**config.mk**
```make
export PLATFORM = sky130hd
export DESIGN_NAME = fir_sym_mac
export DESIGN_NICKNAME = d
export VERILOG_FILES = /design/src/rtl/fir_pkg.sv /design/src/rtl/fir_delay_line.sv /design/src/rtl/fir_sym_mac.sv
export SDC_FILE = /design/constraint.sdc
export NUM_CORES = 2
export LEC_CHECK = 0
export ABC_AREA = 1
export BUFFER_PORTS_ARGS = -buffer_cell sky130_fd_sc_hd__buf_4
export CORE_ASPECT_RATIO = 1.4
export CORE_MARGIN = 3
export CORE_UTILIZATION = 30
export CTS_BUF_LIST = sky130_fd_sc_hd__clkbuf_4
export CTS_CLUSTER_SIZE = 14
export DETAILED_ROUTE_END_ITERATION = 6
export SYNTH_ARGS = -nofsm -noshare
export SYNTH_HDL_FRONTEND = slang
export SYNTH_SLANG_ARGS = --single-unit
```
**constraint.sdc**
```tcl
create_clock -name clk -period 24.5 [get_ports clk]
set_clock_uncertainty 0.1 [all_clocks]
set_input_delay 1.225 -clock clk [delete_from_list [all_inputs] [get_ports clk]]
set_output_delay 1.225 -clock clk [all_outputs]
set_load 0.1 [all_outputs]
```
**src/rtl/fir_pkg.sv**
```systemverilog
// Shared constants, FSM encodings and the output rounding/saturation helper
// for the folded symmetric FIR engine.
package fir_pkg;

  localparam int NTAPS     = 64;
  localparam int HALF_TAPS = NTAPS / 2;
  localparam int DATA_W    = 16;
  localparam int COEF_W    = 16;
  localparam int ACC_W     = 38;
  localparam int ADDR_W    = $clog2(NTAPS);
  localparam int K_W       = $clog2(HALF_TAPS);

  typedef logic [1:0] state_t;

  localparam state_t ST_IDLE = 2'd0;
  localparam state_t ST_MAC  = 2'd1;
  localparam state_t ST_OUT  = 2'd2;

  localparam logic signed [ACC_W-1:0] ROUND_HALF = ACC_W'(1) <<< (DATA_W - 2);
  localparam logic signed [ACC_W-1:0] SAT_HI     = ACC_W'(32767);
  localparam logic signed [ACC_W-1:0] SAT_LO     = -ACC_W'(32768);

  // Round-half-up back to Q1.15 and clamp to the 16-bit signed range.
  function automatic logic signed [DATA_W-1:0] round_sat(input logic signed [ACC_W-1:0] acc);
    logic signed [ACC_W-1:0] r;
    r = (acc + ROUND_HALF) >>> (DATA_W - 1);
    if (r > SAT_HI)
      return DATA_W'(SAT_HI);
    else if (r < SAT_LO)
      return DATA_W'(SAT_LO);
    else
      return DATA_W'(r);
  endfunction

endpackage

```
**src/rtl/fir_delay_line.sv**
```systemverilog
// 64-entry circular sample store with one write port and two combinational
// read ports (newest-side and oldest-side taps of each folded pair).
module fir_delay_line
  import fir_pkg::*;
(
  input  logic                     clk,
  input  logic                     rst,
  input  logic                     we,
  input  logic [ADDR_W-1:0]        wr_ptr,
  input  logic signed [DATA_W-1:0] din,
  input  logic [ADDR_W-1:0]        addr_a,
  input  logic [ADDR_W-1:0]        addr_b,
  output logic signed [DATA_W-1:0] dout_a,
  output logic signed [DATA_W-1:0] dout_b
);

  logic signed [DATA_W-1:0] mem [NTAPS];

  // Clearing on reset makes the first outputs see zero history.
  always_ff @(posedge clk) begin
    if (rst) begin
      for (int i = 0; i < NTAPS; i++) mem[i] <= '0;
    end else if (we) begin
      mem[wr_ptr] <= din;
    end
  end

  assign dout_a = mem[addr_a];
  assign dout_b = mem[addr_b];

endmodule

```
**src/rtl/fir_sym_mac.sv**
```systemverilog
// Time-multiplexed 64-tap symmetric FIR: one accepted sample, 32 folded
// MAC cycles against the external coefficient ROM, one held result.
//
// state   | meaning
// --------+-------------------------------------------------------------
// IDLE    | in_ready high; accept stores sample, latches tone, clears acc
// MAC     | k = 0..31, acc += (x[base-k] + x[base-63+k]) * coef[k]
// OUT     | first cycle rounds/saturates acc; then hold until out_ready
module fir_sym_mac
  import fir_pkg::*;
(
  input  logic                     clk,
  input  logic                     rst,
  input  logic                     in_valid,
  output logic                     in_ready,
  input  logic signed [DATA_W-1:0] in_data,
  input  logic                     tone_sel,
  output logic [ADDR_W-1:0]        coef_addr,
  output logic                     coef_tone,
  input  logic signed [COEF_W-1:0] coef_data,
  output logic                     out_valid,
  input  logic                     out_ready,
  output logic signed [DATA_W-1:0] out_data
);

  state_t                   state;
  logic [ADDR_W-1:0]        wr_ptr;
  logic [ADDR_W-1:0]        base;
  logic [K_W-1:0]           k;
  logic signed [ACC_W-1:0]  acc;

  logic                     accept;
  logic [ADDR_W-1:0]        addr_a;
  logic [ADDR_W-1:0]        addr_b;
  logic signed [DATA_W-1:0] tap_a;
  logic signed [DATA_W-1:0] tap_b;
  logic signed [DATA_W:0]   pre;
  logic signed [DATA_W+COEF_W:0] prod;
  logic signed [ACC_W-1:0]  prod_ext;

  assign in_ready = (state == ST_IDLE);
  assign accept   = in_valid && in_ready;

  // base-63+k is base+1+k modulo 64; the 6-bit pointers wrap for free.
  assign addr_a = base - {1'b0, k};
  assign addr_b = base + ADDR_W'(1) + {1'b0, k};

  assign coef_addr = (state == ST_MAC) ? {1'b0, k} : '0;

  fir_delay_line u_delay (
    .clk    (clk),
    .rst    (rst),
    .we     (accept),
    .wr_ptr (wr_ptr),
    .din    (in_data),
    .addr_a (addr_a),
    .addr_b (addr_b),
    .dout_a (tap_a),
    .dout_b (tap_b)
  );

  assign pre      = {tap_a[DATA_W-1], tap_a} + {tap_b[DATA_W-1], tap_b};
  assign prod     = pre * coef_data;
  assign prod_ext = ACC_W'(prod);

  always_ff @(posedge clk) begin
    if (rst) begin
      state     <= ST_IDLE;
      wr_ptr    <= '0;
      base      <= '0;
      k         <= '0;
      acc       <= '0;
      coef_tone <= 1'b0;
      out_valid <= 1'b0;
      out_data  <= '0;
    end else begin
      case (state)
        ST_IDLE: begin
          if (in_valid) begin
            base      <= wr_ptr;
            wr_ptr    <= wr_ptr + ADDR_W'(1);
            coef_tone <= tone_sel;
            acc       <= '0;
            k         <= '0;
            state     <= ST_MAC;
          end
        end
        ST_MAC: begin
          acc <= acc + prod_ext;
          k   <= k + K_W'(1);
          if (k == K_W'(HALF_TAPS - 1)) state <= ST_OUT;
        end
        ST_OUT: begin
          if (!out_valid) begin
            out_data  <= round_sat(acc);
            out_valid <= 1'b1;
          end else if (out_ready) begin
            out_valid <= 1'b0;
            state     <= ST_IDLE;
          end
        end
        default: state <= ST_IDLE;
      endcase
    end
  end

endmodule
```
# --- Word level (Yosys, flattened, before mapping) ---
# Memory sizes are Yosys's and may differ from the RTL's.
# Cells that the tools add are included.
word_totals:
  output_inout_bits: 25
  register_bits: 75
  mem_count: 1
  wordCells: 58
  ram_bits: 1024
op_classes:
  n_bitwise: 1
  add_sub_neg: 8
  multipliers: 1
  n_lt_le_gt_ge: 2
  muxes: 22
  n_eq_ne: 7
  n_reduce_logical: 8
memory_table:
  columns: ["name", "words", "word_bits", "rd", "rd_ports_with_merged_regs", "write_ports", "line_no", "text"]
  rows:
  - ["u_delay.mem", 64, 16, 2, 0, 64, "fir_delay_line.sv:17", "logic signed [DATA_W-1:0] mem [NTAPS];"]
op_table:
  columns: ["op", "count"]
  rows:
  - ["$pmux W38 S2", 1]
  - ["$mux W16", 3]
  - ["$add A38 B16 Y38 const B", 1]
  - ["$add A38 B33 Y38", 1]
  - ["$mux W38", 1]
  - ["$mul A17 B16 Y33", 1]
  - ["$gt A23 B16 Y1 const B", 1]
  - ["$lt A23 B16 Y1 const B", 1]
  - ["$add A16 B16 Y17", 1]
  - ["$reduce_or A16 Y1", 1]
  - ["$add A6 B1 Y6 const B", 2]
  - ["$mux W5", 2]
  - ["$pmux W5 S2", 1]
  - ["$mux W1", 8]
  - ["$mux W2", 4]
  - ["$add A6 B5 Y6", 1]
  - ["$mux W6", 1]
  - ["$ne A2 B2 Y1 const B", 3]
  - ["$pmux W2 S3", 1]
  - ["$reduce_and A2 Y1", 3]
  - ["$sub A6 B5 Y6", 1]
  - ["$add A5 B1 Y5 const B", 1]
  - ["$eq A5 B5 Y1 const B", 1]
  - ["$reduce_and A4 Y1", 1]
  - ["7 further kinds", 7]

# --- Depth between registers and ports, before layout ---
depth:
  ltp_word: 7
  mapped_depth: 55
  mapped_depth_nobuf: 52

# --- Modules after synthesis ---
# A second synthesis with hierarchy kept.
unflattened:
  cells_unflattened: 9527
  hier_area_um2: 74114.8
by_module_without_submodules:
  columns: ["mod", "instances", "area_per_inst_um2", "seq_area_each_um2", "cells_per_inst"]
  rows:
  - ["fir_delay_line", 1, 56570.5, 30749.5, 7171]
  - ["fir_sym_mac", 1, 17544.3, 1501.4, 2356]

# --- Worst setup path before layout ---
# No wires, ideal clock.
synth_path:
  path_type: "register to register"
  from: "register k[0]"
  to: "register acc[37]"
  path_slack_ns: 15.349
  setup_ns: 0.132
  stages_incl_launch_ff: 52
  arrival_time_ns: 8.919
  cell_sequence: "dfxtp_1 inv_1 ha_1 inv_1 fa_1 buf_2 buf_2 buf_1 a21oi_1 o21ai_0 a21oi_1 o31ai_1 nand3_1 nand2_1 ha_1 inv_1 fa_1 inv_1 (+16 left out) fa_1 inv_1 fa_1 inv_1 fa_1 inv_1 ha_1 nand2_1 nor2_1 nand2_1 nor2_1 nand4_1 nor2_1 nor2_1 inv_1 nand2_1 nand3_1 a21oi_1"
synth_between:
  elab_chain_len: 6
synth_lines:
  columns: ["item", "line_no", "text"]
  rows:
  - ["from (decl)", "fir_sym_mac.sv:29", "logic [K_W-1:0] k;"]
  - ["from (signal assigned)", "fir_sym_mac.sv:90", "k <= k + K_W'(1);"]
  - ["$sub A6 B5 Y6 or $add A6 B5 Y6 (tied branches)", "fir_sym_mac.sv:45, fir_sym_mac.sv:46", null]
  - ["$mem_v2 Z64 W16 (*)", null, null]
  - ["$add A16 B16 Y17 (*)", "fir_sym_mac.sv:62", "assign pre = {tap_a[DATA_W-1], tap_a} + {tap_b[DATA_W-1], tap_b};"]
  - ["$mul A17 B16 Y33 (*)", "fir_sym_mac.sv:63", "assign prod = pre * coef_data;"]
  - ["$add A38 B33 Y38 (*)", "fir_sym_mac.sv:89", "acc <= acc + prod_ext;"]
  - ["$pmux W38 S2 (*)", "fir_sym_mac.sv:77", "case (state)"]
  - ["to (signal assigned)", "fir_sym_mac.sv:89", null]
  - ["to (decl)", "fir_sym_mac.sv:30", "logic signed [ACC_W-1:0] acc;"]
# Every way passes the cells marked *; elsewhere a longest branch is shown, timed or not.
# A chain may end at the register's enable or synchronous reset.

# --- Final worst setup path ---
layout_path:
  from: "register base[0]"
  to: "register acc[27]"
layout_between:
  elab_chain_len: 7
layout_lines:
  columns: ["item", "line_no", "text"]
  rows:
  - ["from (decl)", "fir_sym_mac.sv:28", "logic [ADDR_W-1:0] base;"]
  - ["from (signal assigned)", "fir_sym_mac.sv:80", "base <= wr_ptr;"]
  - ["$add A6 B1 Y6", "fir_sym_mac.sv:46", "assign addr_b = base + ADDR_W'(1) + {1'b0, k};"]
  - ["$add A6 B5 Y6", "fir_sym_mac.sv:46", null]
  - ["$mem_v2 Z64 W16 (*)", null, null]
  - ["$add A16 B16 Y17 (*)", "fir_sym_mac.sv:62", null]
  - ["$mul A17 B16 Y33 (*)", "fir_sym_mac.sv:63", null]
  - ["$add A38 B33 Y38 (*)", "fir_sym_mac.sv:89", null]
  - ["$pmux W38 S2 (*)", "fir_sym_mac.sv:77", null]
# Marked as above.

==> results.md <==
* WL/cell at about 23 um
* Critical path fanouts, max at between 90 and 100
* Slew Limit Fails at 0
* Ys Warns at 0
* Synthesis-to-finish area growth at 8.50%
* Largest net degree at the start of global routing at 217
* Setup slack, reg-to-reg at 11.20 ns
* Tcrit/Tclk final at about 54%
* DP Area at 0.0762 mm2
* CTS Root Cell: clkbuf_4
* CP top delay family: adder cells
* Synth Register Bits at 1099
* Crit Path Class: reg -> reg
* Largest cells by area after synthesis: edfxtp_1 (42%), fa_1 (8.9%), nand2_1 (8.5%)
* Commonest cells after routing, fill and taps aside: nand2_1 (1669), nor2_1 (1299), a21oi_1 (1045)
* Post-Synthesis Cells at 8903
* I/O Buffers at 60
* Slowest CP cell: xor2_1
* Met3 Use GR at 4.17%
* Buf+Inv Stages, Crit Path at 10
* DIE AREA at 0.251 mm2
* Status: finished with violations
* Post-CTS Setup Inserts at 0
* ANT nets after route at 0
* Max Cap Viol at 1
* HP Class: in -> reg
* Final setup violation count at 0
* Final core utilization at 32.8%
* Die X at roughly 420 um
* H-tree Lvls at 5
* Core ar. at 0.243 mm2
* CTS max path bufs at 4
* Initial antenna violation count at 11
* Cell variety after synth at 57
* Net count, final at just over 9000
* DR vias/cell at 5.38
* Failing checks: design-rule violations, max-capacitance violations
* Final instance area at 0.0796 mm2
* EDFF count, synth at approximately 1000
* Register area at 0.0323 mm2
* Global-route usage over all layers at 21.7%
* Slew headroom at 0.861%
* Clock Latency Late Sink at 1.18 ns
* DP HPWL at 184 mm
* Startpoint Class: register
* Post-synth top area share at between 40% and 50%
* Crit path top cell by count: inv_1
* Cell accounting for the most synthesized area: edfxtp_1
* Hold Buf Count CTS at 0
* Fin Setup TNS at 0 ns
* CTS clock-pin slew for the worst setup and hold paths at 0.07 ns
* Average size of a mapped cell at about 8.2 um2
* Total global routing overflow at 0
* RSZ-0062 raised after global routing: no
* Post-route setup slack at 11.20 ns
* Die Ht at 591 um
* Max Freq at 75.2 MHz
* Worst-Margin Slew at between 1 and 1.5 ns
* Endpoint type of the worst setup path: register
* Post-synth ARST share at 0%
* CTS resizes at 0
* CP Data Required Time at between 20 and 30 ns
* Remaining DRCs at 3
* # fillers at 25600
* Fin crit period at 13.30 ns
* GR Util met1 at around a quarter
* Sink Count at 1099
* Arrival time worst endpoint at 14.27 ns
* DRT iter0 DRCs at roughly 7700
* Vias in the first global route at 64700
* Layout cells sized above 1 at 8.36%
* Multi-input gate area at ~0.035 mm2
* Total CTS buffers at 296
* Drt total wl at 281 mm
* Grt met2 use at 36.3%
* Primary FF master, synth: edfxtp_1
* Routability cong. at 0.962
* CTS tree: done
* Row cnt at 214
* I/O Pins at 62
* Mapped cell area at 0.0734 mm2
* First-pass GRT wire length at about 410 mm
* Pre-CTS WS at 11.44 ns
* Pre-antenna DRT Iters at 7
* Slowest Stage Delay on Critical Path at 0.95 ns
* Most common cell after layout, fill and taps aside: nand2_1
* Vias post-DR at 65300
* Final hold viol count at 0
* Part of the Yosys area used for sequential elements at 43.9%
* Synth Net Count at about 9400
* Initial Util at 30.2%
* GRT busiest layer: met2
## path summary, 6_finish.rpt
check                        from                      to  depth (start not counted)
max          base[0]$_SDFFE_PP0P_    acc[27]$_SDFFE_PP0P_                         42
min                      tone_sel  coef_tone$_SDFFE_PP0P_                          3
max reg2reg  base[0]$_SDFFE_PP0P_    acc[27]$_SDFFE_PP0P_                         42
min reg2reg   acc[0]$_SDFFE_PP0P_     acc[0]$_SDFFE_PP0P_                          2
## sequential cells by signal (all words and copies together) (netlist names)
name and flops:
state 2, acc 38, coef_tone 1, u_delay.mem 1024
out_valid 1, base 6, out_data 16, wr_ptr 6
k 5
## layout make-up
type,instances,area share [%]
sequential,1099,40.5
timing repair buffer,168,1.77
multi-input combinational,6258,44.1
inverter,887,4.22
clock inverter,59,0.452
antenna,10,0.0314
tap,3240,5.09
clock buffer,408,3.85
## cell usage after synthesis (44+ instances only)
cell / count
dfxtp_1: 75
a32oi_1: 64
a21oi_1: 1045
o21ai_0: 568
nor2_1: 1302
ha_1: 150
clkbuf_1: 307
nand2_1: 1669
buf_2: 246
nand2_2: 45
nand3_1: 757
buf_1: 75
edfxtp_1: 1024
inv_1: 853
fa_1: 325
o31ai_1: 47
a32o_1: 44
## logic make-up (layout without fill, tap and decap cells)
family / Yosys count / after routing / share of synthesized area (%)
xor+xnor: 45 / 45 / 0.578
simple gates: 3866 / 3866 / 21.7
fa+ha+maj: 475 / 475 / 11.4
compound gates: 1871 / 1871 / 13.9
other cells: 1 / 11 / 0.00511
buf+inv: 1546 / 1522 / 8.51
flops: 1099 / 1099 / 43.9
## worst register-to-register path, delay by kind of cell (launching register included)
family                     cells  cell delay [ns]
AOI/OAI and AO/OA             11             2.56
buffers and inverters         10             2.61
and+or+nand+nor               10             1.87
DFF                            1             0.31
adders and majority gates     10             4.82
xor gates and xnor gates       1             0.95
## per-stage QoR
step	instances	hold slack [ns]
6_report	12100	0.172
4_1_cts	12100	0.0445
2_1_floorplan	8903	0.344
3_3_place_gp	11700	0.352
5_1_grt	12100	0.145
3_5_place_dp	11700	0.362
## layer usage
layer / wire (um) / share of wire [%]
met5: 51 / 0.018
met4: 25900 / 9.2
met3: 23200 / 8.2
met2: 133000 / 47
met1: 98500 / 35
Power is left out: the tool's default activity adds up to more than one toggle a clock period on the data nets, which glitch-free logic cannot reach.
